===== config.mk =====
export PLATFORM = sky130hd
export DESIGN_NAME = db_dram_arb_flat
export DESIGN_NICKNAME = d
export VERILOG_FILES = /design/src/rtl/db_dram_arb_if.sv /design/src/rtl/db_dram_arb.sv /design/src/flat_wrapper.sv
export SDC_FILE = /design/constraint.sdc
export NUM_CORES = 1
export LEC_CHECK = 0
export ABC_AREA = 1
export ABC_CLOCK_PERIOD_IN_PS = 6200
export BUFFER_PORTS_ARGS = -buffer_cell sky130_fd_sc_hd__buf_2
export CAP_MARGIN = 10
export CORE_ASPECT_RATIO = 0.75
export CORE_MARGIN = 2
export CORE_UTILIZATION = 51
export DETAILED_ROUTE_END_ITERATION = 8
export PLACE_DENSITY = 0.95
export REMOVE_ABC_BUFFERS = 1
export SETUP_SLACK_MARGIN = 0.02
export SYNTH_ARGS = -nofsm -noshare
export SYNTH_HDL_FRONTEND = slang
export SYNTH_SLANG_ARGS = --single-unit

===== constraint.sdc =====
create_clock -name clk_i -period 6.2 [get_ports clk_i]
set_clock_uncertainty 0.1 [all_clocks]
set_input_delay 0.31 -clock clk_i [delete_from_list [all_inputs] [get_ports clk_i]]
set_output_delay 0.31 -clock clk_i [all_outputs]
set_load 0.005 [all_outputs]

===== src/rtl/db_dram_arb_if.sv =====
// Bundle of the two requester ports, the shared response bus and the DRAM command/data port.
// "slave" is the arbiter's view; "master" is the view of the requesters and DRAM model around it.
interface db_dram_arb_if #(
    parameter int RAM_ADDR        = 22,
    parameter int RAM_DWIDTH      = 32,
    parameter int MAX_OUTSTANDING = 8
);
    localparam int CNT_W = $clog2(MAX_OUTSTANDING) + 1;

    logic                  req0_valid;
    logic                  req0_ready;
    logic                  req0_we;
    logic [RAM_ADDR-1:0]   req0_addr;
    logic [RAM_DWIDTH-1:0] req0_wdata;
    logic                  rsp0_valid;

    logic                  req1_valid;
    logic                  req1_ready;
    logic                  req1_we;
    logic [RAM_ADDR-1:0]   req1_addr;
    logic [RAM_DWIDTH-1:0] req1_wdata;
    logic                  rsp1_valid;

    logic [RAM_DWIDTH-1:0] rsp_data;

    logic                  dram_wr_en;
    logic                  dram_rd_en;
    logic [RAM_ADDR-1:0]   dram_addr;
    logic [RAM_DWIDTH-1:0] dram_wr_din;
    logic [RAM_DWIDTH-1:0] dram_rd_dout;
    logic                  dram_rd_valid;

    logic [CNT_W-1:0]      outstanding;
    logic                  err_unexp;

    modport slave (
        input  req0_valid, req0_we, req0_addr, req0_wdata,
        input  req1_valid, req1_we, req1_addr, req1_wdata,
        input  dram_rd_dout, dram_rd_valid,
        output req0_ready, req1_ready, rsp0_valid, rsp1_valid, rsp_data,
        output dram_wr_en, dram_rd_en, dram_addr, dram_wr_din,
        output outstanding, err_unexp
    );

    modport master (
        output req0_valid, req0_we, req0_addr, req0_wdata,
        output req1_valid, req1_we, req1_addr, req1_wdata,
        output dram_rd_dout, dram_rd_valid,
        input  req0_ready, req1_ready, rsp0_valid, rsp1_valid, rsp_data,
        input  dram_wr_en, dram_rd_en, dram_addr, dram_wr_din,
        input  outstanding, err_unexp
    );
endinterface


===== src/rtl/db_dram_arb.sv =====
// Two-port DRAM arbiter: fixed priority to port 0 with a starvation guard for port 1,
// and an in-order tag FIFO that steers returning read data to the port that issued it.
module db_dram_arb #(
    parameter int RAM_ADDR        = 22,
    parameter int RAM_DWIDTH      = 32,
    parameter int MAX_OUTSTANDING = 8,
    parameter int STARVE_LIMIT    = 4
) (
    input logic          clk_i,
    input logic          rst_ni,
    db_dram_arb_if.slave bus
);
    localparam int PTR_W = $clog2(MAX_OUTSTANDING);
    localparam int CNT_W = PTR_W + 1;
    localparam logic [CNT_W-1:0] FULL_CNT   = CNT_W'(MAX_OUTSTANDING);
    localparam logic [7:0]       STARVE_LIM = 8'(STARVE_LIMIT);

    logic [CNT_W-1:0]           count_q, count_d;
    logic [PTR_W-1:0]           wr_ptr_q, rd_ptr_q;
    logic [MAX_OUTSTANDING-1:0] tag_q;
    logic [7:0]                 starve_q, starve_d;

    logic                  wr_en_q, rd_en_q;
    logic [RAM_ADDR-1:0]   addr_q;
    logic [RAM_DWIDTH-1:0] wdata_q;
    logic                  rsp0_valid_q, rsp1_valid_q;
    logic [RAM_DWIDTH-1:0] rsp_data_q;
    logic                  err_unexp_q;

    logic                  full, force1, elig0, elig1, grant0, grant1;
    logic                  xfer, sel_we, push, pop, pop_id;
    logic [RAM_ADDR-1:0]   sel_addr;
    logic [RAM_DWIDTH-1:0] sel_wdata;

    // Full looks only at the registered count, so a pop this cycle never frees a slot early.
    assign full   = (count_q == FULL_CNT);
    assign force1 = (starve_q >= STARVE_LIM);
    assign elig0  = bus.req0_valid && (bus.req0_we || !full);
    assign elig1  = bus.req1_valid && (bus.req1_we || !full);
    assign grant1 = elig1 && (force1 || !elig0);
    assign grant0 = elig0 && !grant1;

    assign xfer      = grant0 || grant1;
    assign sel_we    = grant1 ? bus.req1_we    : bus.req0_we;
    assign sel_addr  = grant1 ? bus.req1_addr  : bus.req0_addr;
    assign sel_wdata = grant1 ? bus.req1_wdata : bus.req0_wdata;

    assign push   = xfer && !sel_we;
    assign pop    = bus.dram_rd_valid && (count_q != '0);
    assign pop_id = tag_q[rd_ptr_q];

    always_comb begin
        count_d = count_q;
        if (push && !pop) begin
            count_d = count_q + 1'b1;
        end else if (pop && !push) begin
            count_d = count_q - 1'b1;
        end
    end

    always_comb begin
        starve_d = starve_q;
        if (grant1) begin
            starve_d = 8'd0;
        end else if (bus.req1_valid && (starve_q != 8'hFF)) begin
            starve_d = starve_q + 8'd1;
        end
    end

    always_ff @(posedge clk_i or negedge rst_ni) begin
        if (!rst_ni) begin
            count_q      <= '0;
            wr_ptr_q     <= '0;
            rd_ptr_q     <= '0;
            tag_q        <= '0;
            starve_q     <= '0;
            wr_en_q      <= 1'b0;
            rd_en_q      <= 1'b0;
            addr_q       <= '0;
            wdata_q      <= '0;
            rsp0_valid_q <= 1'b0;
            rsp1_valid_q <= 1'b0;
            rsp_data_q   <= '0;
            err_unexp_q  <= 1'b0;
        end else begin
            count_q  <= count_d;
            starve_q <= starve_d;
            wr_en_q  <= xfer && sel_we;
            rd_en_q  <= xfer && !sel_we;
            if (xfer) begin
                addr_q  <= sel_addr;
                wdata_q <= sel_wdata;
            end
            if (push) begin
                tag_q[wr_ptr_q] <= grant1;
                wr_ptr_q        <= wr_ptr_q + 1'b1;
            end
            if (pop) begin
                rd_ptr_q   <= rd_ptr_q + 1'b1;
                rsp_data_q <= bus.dram_rd_dout;
            end
            rsp0_valid_q <= pop && !pop_id;
            rsp1_valid_q <= pop && pop_id;
            if (bus.dram_rd_valid && (count_q == '0)) begin
                err_unexp_q <= 1'b1;
            end
        end
    end

    assign bus.req0_ready  = grant0;
    assign bus.req1_ready  = grant1;
    assign bus.dram_wr_en  = wr_en_q;
    assign bus.dram_rd_en  = rd_en_q;
    assign bus.dram_addr   = addr_q;
    assign bus.dram_wr_din = wdata_q;
    assign bus.rsp0_valid  = rsp0_valid_q;
    assign bus.rsp1_valid  = rsp1_valid_q;
    assign bus.rsp_data    = rsp_data_q;
    assign bus.outstanding = count_q;
    assign bus.err_unexp   = err_unexp_q;
endmodule


===== src/flat_wrapper.sv =====
// flat-port wrapper written by rule: the top's interface ports become plain ports
module db_dram_arb_flat 
#(
    parameter int RAM_ADDR        = 22,
    parameter int RAM_DWIDTH      = 32,
    parameter int MAX_OUTSTANDING = 8,
    parameter int STARVE_LIMIT    = 4
)
  (clk_i, rst_ni, bus_req0_valid, bus_req0_we, bus_req0_addr, bus_req0_wdata, bus_req1_valid, bus_req1_we, bus_req1_addr, bus_req1_wdata, bus_dram_rd_dout, bus_dram_rd_valid, bus_req0_ready, bus_req1_ready, bus_rsp0_valid, bus_rsp1_valid, bus_rsp_data, bus_dram_wr_en, bus_dram_rd_en, bus_dram_addr, bus_dram_wr_din, bus_outstanding, bus_err_unexp);
  db_dram_arb_if #(.RAM_ADDR(RAM_ADDR), .RAM_DWIDTH(RAM_DWIDTH), .MAX_OUTSTANDING(MAX_OUTSTANDING)) bus_i ();
  input logic clk_i;
  input logic rst_ni;
  input wire logic [$bits(bus_i.req0_valid)-1:0] bus_req0_valid;
  input wire logic [$bits(bus_i.req0_we)-1:0] bus_req0_we;
  input wire logic [$bits(bus_i.req0_addr)-1:0] bus_req0_addr;
  input wire logic [$bits(bus_i.req0_wdata)-1:0] bus_req0_wdata;
  input wire logic [$bits(bus_i.req1_valid)-1:0] bus_req1_valid;
  input wire logic [$bits(bus_i.req1_we)-1:0] bus_req1_we;
  input wire logic [$bits(bus_i.req1_addr)-1:0] bus_req1_addr;
  input wire logic [$bits(bus_i.req1_wdata)-1:0] bus_req1_wdata;
  input wire logic [$bits(bus_i.dram_rd_dout)-1:0] bus_dram_rd_dout;
  input wire logic [$bits(bus_i.dram_rd_valid)-1:0] bus_dram_rd_valid;
  output wire logic [$bits(bus_i.req0_ready)-1:0] bus_req0_ready;
  output wire logic [$bits(bus_i.req1_ready)-1:0] bus_req1_ready;
  output wire logic [$bits(bus_i.rsp0_valid)-1:0] bus_rsp0_valid;
  output wire logic [$bits(bus_i.rsp1_valid)-1:0] bus_rsp1_valid;
  output wire logic [$bits(bus_i.rsp_data)-1:0] bus_rsp_data;
  output wire logic [$bits(bus_i.dram_wr_en)-1:0] bus_dram_wr_en;
  output wire logic [$bits(bus_i.dram_rd_en)-1:0] bus_dram_rd_en;
  output wire logic [$bits(bus_i.dram_addr)-1:0] bus_dram_addr;
  output wire logic [$bits(bus_i.dram_wr_din)-1:0] bus_dram_wr_din;
  output wire logic [$bits(bus_i.outstanding)-1:0] bus_outstanding;
  output wire logic [$bits(bus_i.err_unexp)-1:0] bus_err_unexp;
  assign bus_i.req0_valid = bus_req0_valid;
  assign bus_i.req0_we = bus_req0_we;
  assign bus_i.req0_addr = bus_req0_addr;
  assign bus_i.req0_wdata = bus_req0_wdata;
  assign bus_i.req1_valid = bus_req1_valid;
  assign bus_i.req1_we = bus_req1_we;
  assign bus_i.req1_addr = bus_req1_addr;
  assign bus_i.req1_wdata = bus_req1_wdata;
  assign bus_i.dram_rd_dout = bus_dram_rd_dout;
  assign bus_i.dram_rd_valid = bus_dram_rd_valid;
  assign bus_req0_ready = bus_i.req0_ready;
  assign bus_req1_ready = bus_i.req1_ready;
  assign bus_rsp0_valid = bus_i.rsp0_valid;
  assign bus_rsp1_valid = bus_i.rsp1_valid;
  assign bus_rsp_data = bus_i.rsp_data;
  assign bus_dram_wr_en = bus_i.dram_wr_en;
  assign bus_dram_rd_en = bus_i.dram_rd_en;
  assign bus_dram_addr = bus_i.dram_addr;
  assign bus_dram_wr_din = bus_i.dram_wr_din;
  assign bus_outstanding = bus_i.outstanding;
  assign bus_err_unexp = bus_i.err_unexp;
  db_dram_arb #(.RAM_ADDR(RAM_ADDR), .RAM_DWIDTH(RAM_DWIDTH), .MAX_OUTSTANDING(MAX_OUTSTANDING), .STARVE_LIMIT(STARVE_LIMIT)) u_core (.clk_i(clk_i), .rst_ni(rst_ni), .bus(bus_i));
endmodule

=== After elaboration in Yosys (flattened, before gate mapping) ===
Index checks and enable logic that the tools add are counted.

* Register bits: 117
* Input port bits: 147
* Output and inout port bits: 97
* Logic and storage cells: 65

* $add $sub $neg: 5
* $lt $le $gt $ge: 4
* Equality and inequality tests: 2
* Muxes and demuxes: 12
* Reductions and logical operators: 29

{| class="wikitable"
|+ Operator list
! cell !! count
|-
| 32-bit two-way mux || 1
|-
| 22-bit two-way mux || 1
|-
| 8-bit two-way mux || 2
|-
| 1-bit logical AND || 14
|-
| 8-bit by 1-bit adder with 8-bit output (second input constant) || 1
|-
| 8-bit bitwise mux || 1
|-
| 8-bit by 3-bit greater-or-equal comparator with 1-bit output (second input constant) || 1
|-
| 3-bit by 4-bit less-than comparator with 1-bit output (second input constant) || 2
|-
| 4-bit two-way mux || 2
|-
| 8-bit inequality test (second input constant) || 1
|-
| 1-bit zero test || 7
|-
| 3-bit by 1-bit adder with 3-bit output (second input constant) || 2
|-
| 4-bit by 1-bit adder with 4-bit output (second input constant) || 1
|-
| 4-bit equality test (second input constant) || 1
|-
| 4-bit zero test || 1
|-
| 1-bit logical OR || 4
|-
| 2-bit nonzero test || 2
|-
| 4-bit nonzero test || 1
|-
| 4-bit by 1-bit subtractor with 4-bit output (second input constant) || 1
|-
| 1-bit binary-select mux with 3-bit select || 1
|-
| 1-bit demux with 3-bit select || 1
|-
| 3-bit by 1-bit greater-or-equal comparator with 1-bit output (second input constant) || 1
|-
| 1-bit two-way mux || 3
|}

=== Longest topological paths before layout ===
Gate-level depths: netlist (run 1).

* Depth in word-level cells: 15
* Mapped depth: 18
* Mapped depth without buffers: 18

=== Worst setup path after synthesis (run 1) ===
No wires, ideal clock.

* Kind: reg-to-reg
* Start point: register u_core.count_q[0], in the netlist u_core.bus.outstanding[0]
* End point: register u_core.count_q[3], in the netlist u_core.bus.outstanding[3]
* Library setup time: 0.083 ns
* Arrival time: 2.317 ns
* Required time: 6.017 ns
* Slack: 3.700 ns
* Stages on the path, launching flop included: 17
* Path buffers: 2
* Clock period less this slack: 2.500 ns
* Path through: dfrtp_1 -> nor2_2 -> nand3_1 -> nand2_1 -> buf_6 -> nand2_2 -> buf_6 -> nand2_1 -> inv_1 -> ha_1 -> inv_1 -> ha_1 -> a21o_1 -> a21oi_1 -> xor2_1 -> nand2_1 -> o21ai_0

* Cells in the longest elaborated chain, start to end: 14
* Elaborated cells between the ends (all ways): 26
* Those cells by class: 2 x add/sub; 1 x eq/ne; 3 x mux; 20 x reduce/logical

{| class="wikitable"
|+ RTL lines
! what !! RTL line !! source
|-
| start: declaration || db_dram_arb.sv:18 || <nowiki>logic [CNT_W-1:0] count_q, count_d;</nowiki>
|-
| start signal: assignment || db_dram_arb.sv:86 || <nowiki>count_q <= count_d;</nowiki>
|-
| 4-bit equality test * || db_dram_arb.sv:36 || <nowiki>assign full = (count_q == FULL_CNT);</nowiki>
|-
| 1-bit zero test * || db_dram_arb.sv:38, db_dram_arb.sv:39 ||
|-
| 1-bit logical OR || db_dram_arb.sv:38 || <nowiki>assign elig0 = bus.req0_valid && (bus.req0_we || !full);</nowiki>
|-
| 1-bit logical AND || db_dram_arb.sv:38 ||
|-
| 1-bit zero test || db_dram_arb.sv:40 || <nowiki>assign grant1 = elig1 && (force1 || !elig0);</nowiki>
|-
| 1-bit logical OR || db_dram_arb.sv:40 ||
|-
| 1-bit logical AND || db_dram_arb.sv:40 ||
|-
| 1-bit zero test || db_dram_arb.sv:41 || <nowiki>assign grant0 = elig0 && !grant1;</nowiki>
|-
| 1-bit logical AND || db_dram_arb.sv:41 ||
|-
| 1-bit logical OR || db_dram_arb.sv:43 || <nowiki>assign xfer = grant0 || grant1;</nowiki>
|-
| 1-bit logical AND * || db_dram_arb.sv:48 || <nowiki>assign push = xfer && !sel_we;</nowiki>
|-
| via u_core.push || db_dram_arb.sv:31 || <nowiki>logic xfer, sel_we, push, pop, pop_id;</nowiki>
|-
| 1-bit zero test || db_dram_arb.sv:56 || <nowiki>end else if (pop && !push) begin</nowiki>
|-
| 1-bit logical AND || db_dram_arb.sv:56 ||
|-
| 2-bit nonzero test (no line) || -- ||
|}

The timed path passes the listed nets; every way through them passes the cells marked *. The select of a mux whose other input is x is not followed.
A chain may end at the register's enable or synchronous reset.

=== Final worst setup path (run 1) ===
Same ends and word-level chain as after synthesis.

==> results of run 1 <==
how the worst min path moves through the flow:
stage                     cells after the start                          to                from  slack, ps
after CTS                                     3  u_core.bus.dram_wr_din[10]  bus_req1_wdata[10]          6
after floorplan                               0     u_core.bus.dram_addr[0]              rst_ni        -90
after detailed placement                      1          u_core.rd_ptr_q[2]              rst_ni        320
after global placement                        1          u_core.rd_ptr_q[2]              rst_ni        320
after global routing                          3    u_core.bus.dram_addr[19]   bus_req1_addr[19]         20
final                                         3   u_core.bus.dram_wr_din[4]   bus_req1_wdata[4]         20
synth_stat cells:
| library cell | n |
|---|---|
| nand3_1 | 174 |
| dfrtp_1 | 117 |
| nand2_1 | 102 |
| mux2_2 | 33 |
| nor2_1 | 25 |
| inv_1 | 17 |
| nand4_1 | 16 |
| buf_6 | 15 |
| buf_2 | 12 |
| o21ai_0 | 10 |
| buf_4 | 8 |
| ha_1 | 7 |
| a21oi_1 | 6 |
| xor2_1 | 4 |
| inv_2 | 3 |
| nand2_2 | 3 |
| xnor2_1 | 3 |
| nand2_4 | 2 |
| nor2_2 | 2 |
| a21o_1 | 1 |
| a2bb2oi_2 | 1 |
| a31o_2 | 1 |
| buf_12 | 1 |
| buf_8 | 1 |
| clkbuf_1 | 1 |
| fa_1 | 1 |
| mux2i_1 | 1 |
| nand3_2 | 1 |
| nor3_1 | 1 |
| nor3_2 | 1 |
| o211ai_1 | 1 |
| o21a_1 | 1 |
| o21ai_2 | 1 |
| o22ai_1 | 1 |
| or2_0 | 1 |
repair_timing:
action,in CTS,in global routing
hold buffers,1,0
gates resized for setup,0,0
buffers inserted,0,0
hold endpoints to repair,56,0
cell type report:
class                      count  area share, %
clock inverter                13           2.33
tap                          136           2.33
sequential                   117           40.2
multi-input combinational    400           30.6
inverter                      20           1.03
clock buffer                  19           6.21
timing repair buffer         249           17.4
sequential cells by signal, indices dropped and copies added, names as in the netlist:
register,count
u_core.bus.dram_wr_din,32
u_core.bus.rsp_data,32
u_core.bus.dram_addr,22
u_core.starve_q,8
u_core.tag_q,8
u_core.bus.outstanding,4
u_core.rd_ptr_q,3
u_core.wr_ptr_q,3
u_core.bus.dram_rd_en,1
u_core.bus.dram_wr_en,1
u_core.bus.err_unexp,1
u_core.bus.rsp0_valid,1
u_core.bus.rsp1_valid,1
logic make-up (layout without fill, tap and decap cells):
family | after synthesis | after routing | share of synthesized area [%]
compound gates | 23 | 23 | 2.55
xor+xnor | 7 | 7 | 1.10
fa+ha+maj | 8 | 8 | 1.94
buf+inv | 58 | 301 | 7.25
flops | 117 | 117 | 52.7
mux | 34 | 34 | 6.87
simple gates | 328 | 328 | 27.6
power groups by stage:
stage | sequential [mW] | combinational, mW | clock [mW]
global placement | 1.15 | 0.870 | 0
CTS | 1.15 | 0.914 | 1.04
finish | 1.15 | 0.906 | 1.02
detailed placement | 1.16 | 0.907 | 0
global route | 1.18 | 1.01 | 1.08
floorplan | 1.15 | 0.494 | 0
tightest hold or removal path, cell delays in order:
cell and delay (ps):
buf_2 70, nand2_1 40, nand3_1 70
stage by stage:
step	power, mW	cells	hold WS, ps	setup slack, ps
global placement	2.02	921	323	2200
floorplan	1.65	537	-85.6	2020
detailed placement	2.06	921	318	2000
global route	3.27	954	15.3	1560
finish	3.08	954	19.0	1930
CTS	3.10	954	5.82	1930
routing by layer:
metal  wire (µm)  GRT usage, %  up-vias
li1            -             -     2436
met1        6240          32.8     2484
met2        7820          44.2      245
met3         954          6.12       20
met4         184          9.18        0
met5           0             0        -
==> qor.txt, run 1 <==
Sw Pwr -> 1.02 mW
Req. time, crit path -> 6420 ps
Share of Yosys cell area claimed by the top area cell type -> 52.7%
Hold Vio Cnt, Final -> 0
Via-to-Cell Ratio -> 5.44
Area of the core -> 0.0105 mm²
Area of the multi-input gates -> 0.00223 mm²
Cell internal pwr -> 2.06 mW
Total Routing Usage GR -> 25.9%
Yosys top cell by area -> dfrtp_1
Worst setup EP type -> flop
Unique cell type count in the Yosys netlist -> 35
Synth Register Bits -> 117
Max-slew violations -> 0
Register area -> 0.00293 mm²
Crit path to -> u_core.bus.outstanding[3]
Accumulated negative setup slack -> 0 ps
Max clock buf depth -> 2
Post-DR wirelength/cell -> 15.9 µm
Switching Share -> 33.1%
Ys Warns -> 0
Worst r2r path cells -> 18
Std cell rows -> 32
R2r setup slk -> 1930 ps
Final number of setup-violating endpoints -> 0
P_leak -> 3.78 nW
Status -> finished, final reports clean
Final net count -> 960
Router iterations before antenna repair -> 4
Grt ovf -> 0
Crit-path max FO -> 66
Starting Density -> 53.2%
Max-capacitance violation count -> 0
Clk sinks -> 117
Final Cycle Share -> 68.8%
Clk root buf -> clkbuf_16
Die height -> 94.4 µm
Post-Route WL -> 15200 µm
RSZ-0062 raised after global routing -> false
I/O pin total -> 244
Cell depth of the worst setup path -> 18
Worst R2R Start -> u_core.bus.outstanding[0]
Die area -> 0.0118 mm²
Largest net degree at the start of global routing -> 74
H-tree depth -> 4
RR Endpoint -> u_core.bus.outstanding[3]
Vias -> 5185
Slew @ Worst Pin -> 866 ps
Final Critical Period -> 4270 ps
First-pass GRT wire length -> 24200 µm
Routability Congestion -> 0.870
Clk_lat worst skew -> 400 ps
Worst path max stage delay -> 590 ps
Hold WC Path Type -> primary input to flop
Drc violations -> 0
Fraction of layout cells with a size suffix above 1 -> 40.3%
Slew headroom -> 42.1%
CP delay by family, top -> simple AND/OR/NAND/NOR gates
Combinational group share of total power -> 29.4%
Initial antenna violation count -> 0
Post-route cell area -> 0.00729 mm²
Mean Syn Cell Area -> 9.66 µm²
Crit-path cells -> nor2_2, nand3_1, nand2_2, buf_4, inv_1, nand2_4, nand2_1, nand2_2, nand2_1, inv_1, ha_1, inv_1, ha_1, a21o_1, a21oi_1, xor2_1, nand2_1, o21ai_0
Post-DP HPWL -> 10500 µm
CTS tree -> built
I/O Buffers -> 243
Vias in the first global route -> 4876
Dpl cell area -> 0.00666 mm²
Detail Route Antenna Nets -> 0
Die width -> 125 µm
Peak supply drop -> 202 µV
Sequential share of power -> 37.4%
Filler instances -> 792
Crit path from -> u_core.bus.outstanding[0]
Post-Synthesis Cells -> 575
CTS Buf Count -> 17
Pwr Density -> 423 mW/mm²
Synth top area cells -> dfrtp_1 (53%), nand3_1 (16%), nand2_1 (6.9%), mux2_2 (6.7%), buf_6 (3.0%)
F_max -> 234 MHz
Critical path arrival -> 4490 ps
Worst setup SP type -> flop
Clock power frac -> 33.1%
Commonest cells after routing, fill and taps aside -> buf_2 (242), nand3_1 (174), dfrtp_1 (117)
Sequential area share after synthesis -> 52.7%
Netlist area before placement -> 0.00556 mm²
Crit Path Category -> flop to flop
Starting DRC count in detailed routing -> 401
Area grow syn2layout -> 31.3%
Core Util, Final -> 69.8%
Critical-path top delay cell -> nand2_4
Worst Path Buf+Inv -> 4
Antenna Cells -> 0
Commonest non-fill, non-tap cell in the layout -> buf_2
Clk slew on worst S/H paths -> 60 ps
(Power assumes the default switching activity.)
==> run 2: changes to the inputs <==
--- a/config.mk
+++ b/config.mk
@@ -6,14 +6,14 @@
 export NUM_CORES = 1
 export LEC_CHECK = 0
 export ABC_AREA = 1
-export ABC_CLOCK_PERIOD_IN_PS = 6200
+export ABC_CLOCK_PERIOD_IN_PS = 3500
 export BUFFER_PORTS_ARGS = -buffer_cell sky130_fd_sc_hd__buf_2
 export CAP_MARGIN = 10
 export CORE_ASPECT_RATIO = 0.75
 export CORE_MARGIN = 2
-export CORE_UTILIZATION = 51
+export CORE_UTILIZATION = 43
 export DETAILED_ROUTE_END_ITERATION = 8
-export PLACE_DENSITY = 0.95
+export PLACE_DENSITY = 0.88
 export REMOVE_ABC_BUFFERS = 1
 export SETUP_SLACK_MARGIN = 0.02
 export SYNTH_ARGS = -nofsm -noshare
==> constraint.sdc (replaced) <==
create_clock -name clk_i -period 3.5 [get_ports clk_i]
set_clock_uncertainty 0.1 [all_clocks]
set_input_delay 0.175 -clock clk_i [delete_from_list [all_inputs] [get_ports clk_i]]
set_output_delay 0.175 -clock clk_i [all_outputs]
set_load 0.005 [all_outputs]
==> qor.txt, run 2 (same netlist as run 1, synthesis figures left out) <==
Peak supply drop -> 404 µV
Max-capacitance violation count -> 0
Starting Density -> 44.7%
Commonest cells after routing, fill and taps aside -> buf_2 (242), nand3_1 (174), dlygate4sd3_1 (142)
Crit Path Category -> flop to flop
Initial antenna violation count -> 0
Post-DR wirelength/cell -> 17.8 µm
RSZ-0062 raised after global routing -> false
Area of the core -> 0.0124 mm²
Final number of setup-violating endpoints -> 0
Vias in the first global route -> 6406
H-tree depth -> 4
Max clock buf depth -> 2
Hold WC Path Type -> primary input to flop
I/O Buffers -> 243
Final Cycle Share -> 89.4%
Commonest non-fill, non-tap cell in the layout -> buf_2
I/O pin total -> 244
Finished Layout Cells -> 1130
GRT met3 Usage -> 8.53%
Grt ovf -> 0
Hold Vio Cnt, Final -> 0
Clk_lat worst skew -> 400 ps
Starting DRC count in detailed routing -> 476
Worst setup SP type -> flop
Accumulated negative setup slack -> 0 ps
Grt met2 use -> 50.2%
CTS tree -> built
Core Util, Final -> 70.7%
Req. time, crit path -> 3700 ps
Critical path arrival -> 3330 ps
Filler instances -> 890
Die area -> 0.0139 mm²
Worst slack, placed -> 579 ps
Pwr Density -> 669 mW/mm²
Post-route cell area -> 0.00879 mm²
Status -> finished, final reports clean
Slew @ Worst Pin -> 796 ps
Placed cells -> 956
Detail Route Antenna Nets -> 0
Gr busiest metal -> met2
M1 GR Usage -> 34.3%
Crit-path max FO -> 65
Postcts setup bufs -> 0
Routability Congestion -> 0.834
Std cell rows -> 35
Router iterations before antenna repair -> 7
Clk root buf -> clkbuf_16
Drc violations -> 0
P_leak -> 4.42 nW
Vias -> 6081
Final net count -> 1106
Hold slack -> 70.9 ps
Max-slew violations -> 0
Fraction of layout cells with a size suffix above 1 -> 34.8%
Post-Route WL -> 20100 µm
Die height -> 102 µm
Die width -> 135 µm
First-pass GRT wire length -> 31500 µm
CTS Buf Count -> 17
Largest net degree at the start of global routing -> 74
Slew headroom -> 46.9%
Power Total -> 5.88 mW
Dpl cell area -> 0.00673 mm²
Worst setup margin -> 370 ps
F_max -> 320 MHz
Total Routing Usage GR -> 29.5%
Post-DP HPWL -> 10800 µm
Area grow syn2layout -> 58.3%
Clk sinks -> 117
Antenna Cells -> 0
Final Critical Period -> 3130 ps
Clk slew on worst S/H paths -> 60 ps
Via-to-Cell Ratio -> 5.38
Worst setup EP type -> flop
## run 2: changes by cell type in the layout (fill, tap and decap cells not counted), sizes merged
cell         before  now
buf             248  253
clkbuf           19   18
clkinv            3    4
clkinvlp          3    0
dlygate4sd3       1  142
inv              24   27
## run 2: where the power goes
group          leakage (nW)  internal [mW]  switching, mW  total [mW]
combinational          2.69          0.967           1.00        1.97
clock                 0.310           1.16          0.681        1.84
sequential             1.42           1.76          0.308        2.07
total                  4.42           3.89           1.99        5.88
## run 2: per-layer routing
layer,share of wire (%),routed length [µm]
met5,0,0
met4,4.4,888
met3,9.0,1800
met2,49,9860
met1,38,7530
## run 2: worst paths after layout
path	start	endpoint	slack, ps	cells after the start
hold reg to reg	u_core.tag_q[4]	u_core.tag_q[4]	380	2
setup / recovery	u_core.bus.outstanding[0]	u_core.bus.dram_addr[14]	370	11
max in group asynchronous	rst_ni	u_core.bus.dram_wr_din[1]	2090	3
setup reg to reg	u_core.bus.outstanding[0]	u_core.bus.dram_addr[14]	370	11
min in group asynchronous	rst_ni	u_core.bus.dram_wr_din[14]	280	2
hold / removal	bus_req1_valid	u_core.starve_q[0]	70	4
## run 2: what timing repair did
item,CTS,global route
resized for setup,0,3
hold buffers,142,0
endpoints found under the hold margin,147,0
setup endpoints to repair,0,43
## run 2: layout make-up
cell class | instances | area [µm²] | area share, %
Sequential cell | 117 | 2930 | 33.3
Timing Repair Buffer | 395 | 2720 | 30.9
Multi-Input combinational cell | 400 | 2230 | 25.4
Clock buffer | 18 | 439 | 5.00
Tap cell | 166 | 208 | 2.36
Clock inverter | 14 | 191 | 2.18
Inverter | 20 | 77.6 | 0.882
## run 2: critical path: stages (launching register included)
cell and delay, ps:
dfrtp_1 450, nor2_2 220, nand3_1 130, nand2_2 90, inv_1 80, nand2_4 80
buf_6 420, inv_4 360, buf_4 300, nand2_1 90, nand3_1 80, dlygate4sd3_1 560
==> run 3: changes to the inputs <==
--- a/config.mk
+++ b/config.mk
@@ -7,7 +7,7 @@
 export LEC_CHECK = 0
 export ABC_AREA = 1
 export ABC_CLOCK_PERIOD_IN_PS = 3500
-export BUFFER_PORTS_ARGS = -buffer_cell sky130_fd_sc_hd__buf_2
+export BUFFER_PORTS_ARGS = -buffer_cell sky130_fd_sc_hd__buf_4
 export CAP_MARGIN = 10
 export CORE_ASPECT_RATIO = 0.75
 export CORE_MARGIN = 2
==> qor.txt, run 3 (same netlist as run 1, synthesis figures left out) <==
Area of the core -> 0.0124 mm²
Via-to-Cell Ratio -> 5.37
Final Cycle Share -> 93.0%
Final number of setup-violating endpoints -> 0
CTS tree -> built
Pwr Density -> 665 mW/mm²
Worst setup SP type -> flop
Max clock buf depth -> 2
Req. time, crit path -> 3680 ps
RSZ-0062 raised after global routing -> false
Worst path max stage delay -> 590 ps
I/O pin total -> 244
Worst R2R Start -> u_core.bus.outstanding[0]
Area grow syn2layout -> 69.8%
CTS Buf Count -> 17
Filler instances -> 796
Hold Vio Cnt, Final -> 0
Final net count -> 1104
Min-delay src -> bus_req1_valid
Antenna Cells -> 0
I/O Buffers -> 243
Post-route cell area -> 0.00943 mm²
Clk sinks -> 117
Worst setup EP type -> flop
Status -> finished, final reports clean
Grt ovf -> 0
Most frequent CP cell -> nand3_1
Die area -> 0.0139 mm²
Starting Density -> 44.7%
Clk_lat worst skew -> 400 ps
Crit path from -> u_core.bus.outstanding[0]
Drc violations -> 0
Post-DP HPWL -> 11300 µm
Post-DR wirelength/cell -> 18.5 µm
P_leak -> 4.62 nW
Dpl cell area -> 0.00735 mm²
Detail Route Antenna Nets -> 0
Worst slack, placed -> 605 ps
Critical-path top delay cell -> dlygate4sd3_1
Commonest non-fill, non-tap cell in the layout -> buf_4
F_max -> 307 MHz
Starting DRC count in detailed routing -> 415
Vias -> 6053
Vias in the first global route -> 6427
Slew @ Worst Pin -> 813 ps
Initial antenna violation count -> 0
Postcts setup bufs -> 0
Die height -> 102 µm
Accumulated negative setup slack -> 0 ps
Worst setup margin -> 245 ps
Power Total -> 6.27 mW
Std cell rows -> 35
Clk root buf -> clkbuf_16
Router iterations before antenna repair -> 6
Hold slack -> 28.7 ps
Routability Congestion -> 0.806
Core Util, Final -> 75.8%
Peak supply drop -> 459 µV
Largest net degree at the start of global routing -> 74
First-pass GRT wire length -> 32700 µm
Fraction of layout cells with a size suffix above 1 -> 34.5%
Max-slew violations -> 0
Commonest cells after routing, fill and taps aside -> buf_4 (248), nand3_1 (174), dlygate4sd3_1 (142)
Placed cells -> 954
Clk slew on worst S/H paths -> 60 ps
Post-Route WL -> 20900 µm
Hold WC Path Type -> primary input to flop
Crit Path Category -> flop to flop
Slew headroom -> 45.8%
Crit-path cells -> nor2_2, nand3_1, nand2_2, inv_1, nand2_4, buf_6, inv_2, buf_12, nand2_1, nand3_1, dlygate4sd3_1
Die width -> 135 µm
Max-capacitance violation count -> 0
Total Routing Usage GR -> 30.4%
H-tree depth -> 4
Critical path arrival -> 3430 ps
Crit-path max FO -> 65
Final Critical Period -> 3260 ps
Finished Layout Cells -> 1128
## run 3: cell type report
type	instances	area [µm²]	area share [%]
Clock inverter	12	200	2.12
Inverter	20	75.1	0.796
Multi-Input combinational cell	400	2230	23.6
Tap cell	166	208	2.20
Timing Repair Buffer	393	3330	35.4
Clock buffer	20	457	4.84
Sequential cell	117	2930	31.0
## run 3: final timing paths
check,end,slack (ps),cells past startpoint
max in group asynchronous,u_core.tag_q[5],2260,3
min in group asynchronous,u_core.bus.dram_wr_din[8],250,2
setup / recovery,u_core.bus.dram_wr_din[19],240,11
hold / removal,u_core.starve_q[2],30,3
setup reg to reg,u_core.bus.dram_wr_din[19],240,11
hold reg to reg,u_core.bus.err_unexp,380,1
## run 3: layer usage
metal / GRT usage [%] / part of all wire [%] / vias up
li1: - / - / 2719
met1: 36.7 / 39 / 2886
met2: 53.1 / 50 / 377
met3: 7.84 / 8.5 / 71
met4: 11.9 / 3.2 / 0
met5: 0 / 0 / -
## run 3: report_power, final
part | internal, mW | switching, mW
Combinational | 1.22 | 1.02
Clock | 1.30 | 0.637
Sequential | 1.76 | 0.333
## run 3: what timing repair did
action / in CTS / in global routing
hold buffers: 142 / 0
endpoints found under the hold margin: 138 / 0
endpoints found under the setup margin: 0 / 39
gates resized for setup: 0 / 1
## run 3: worst max-delay path, delay by kind of cell (launching register included)
kind | cells | cell delay (ps)
buf+inv | 5 | 1780
flops | 1 | 460
simple gates | 6 | 740
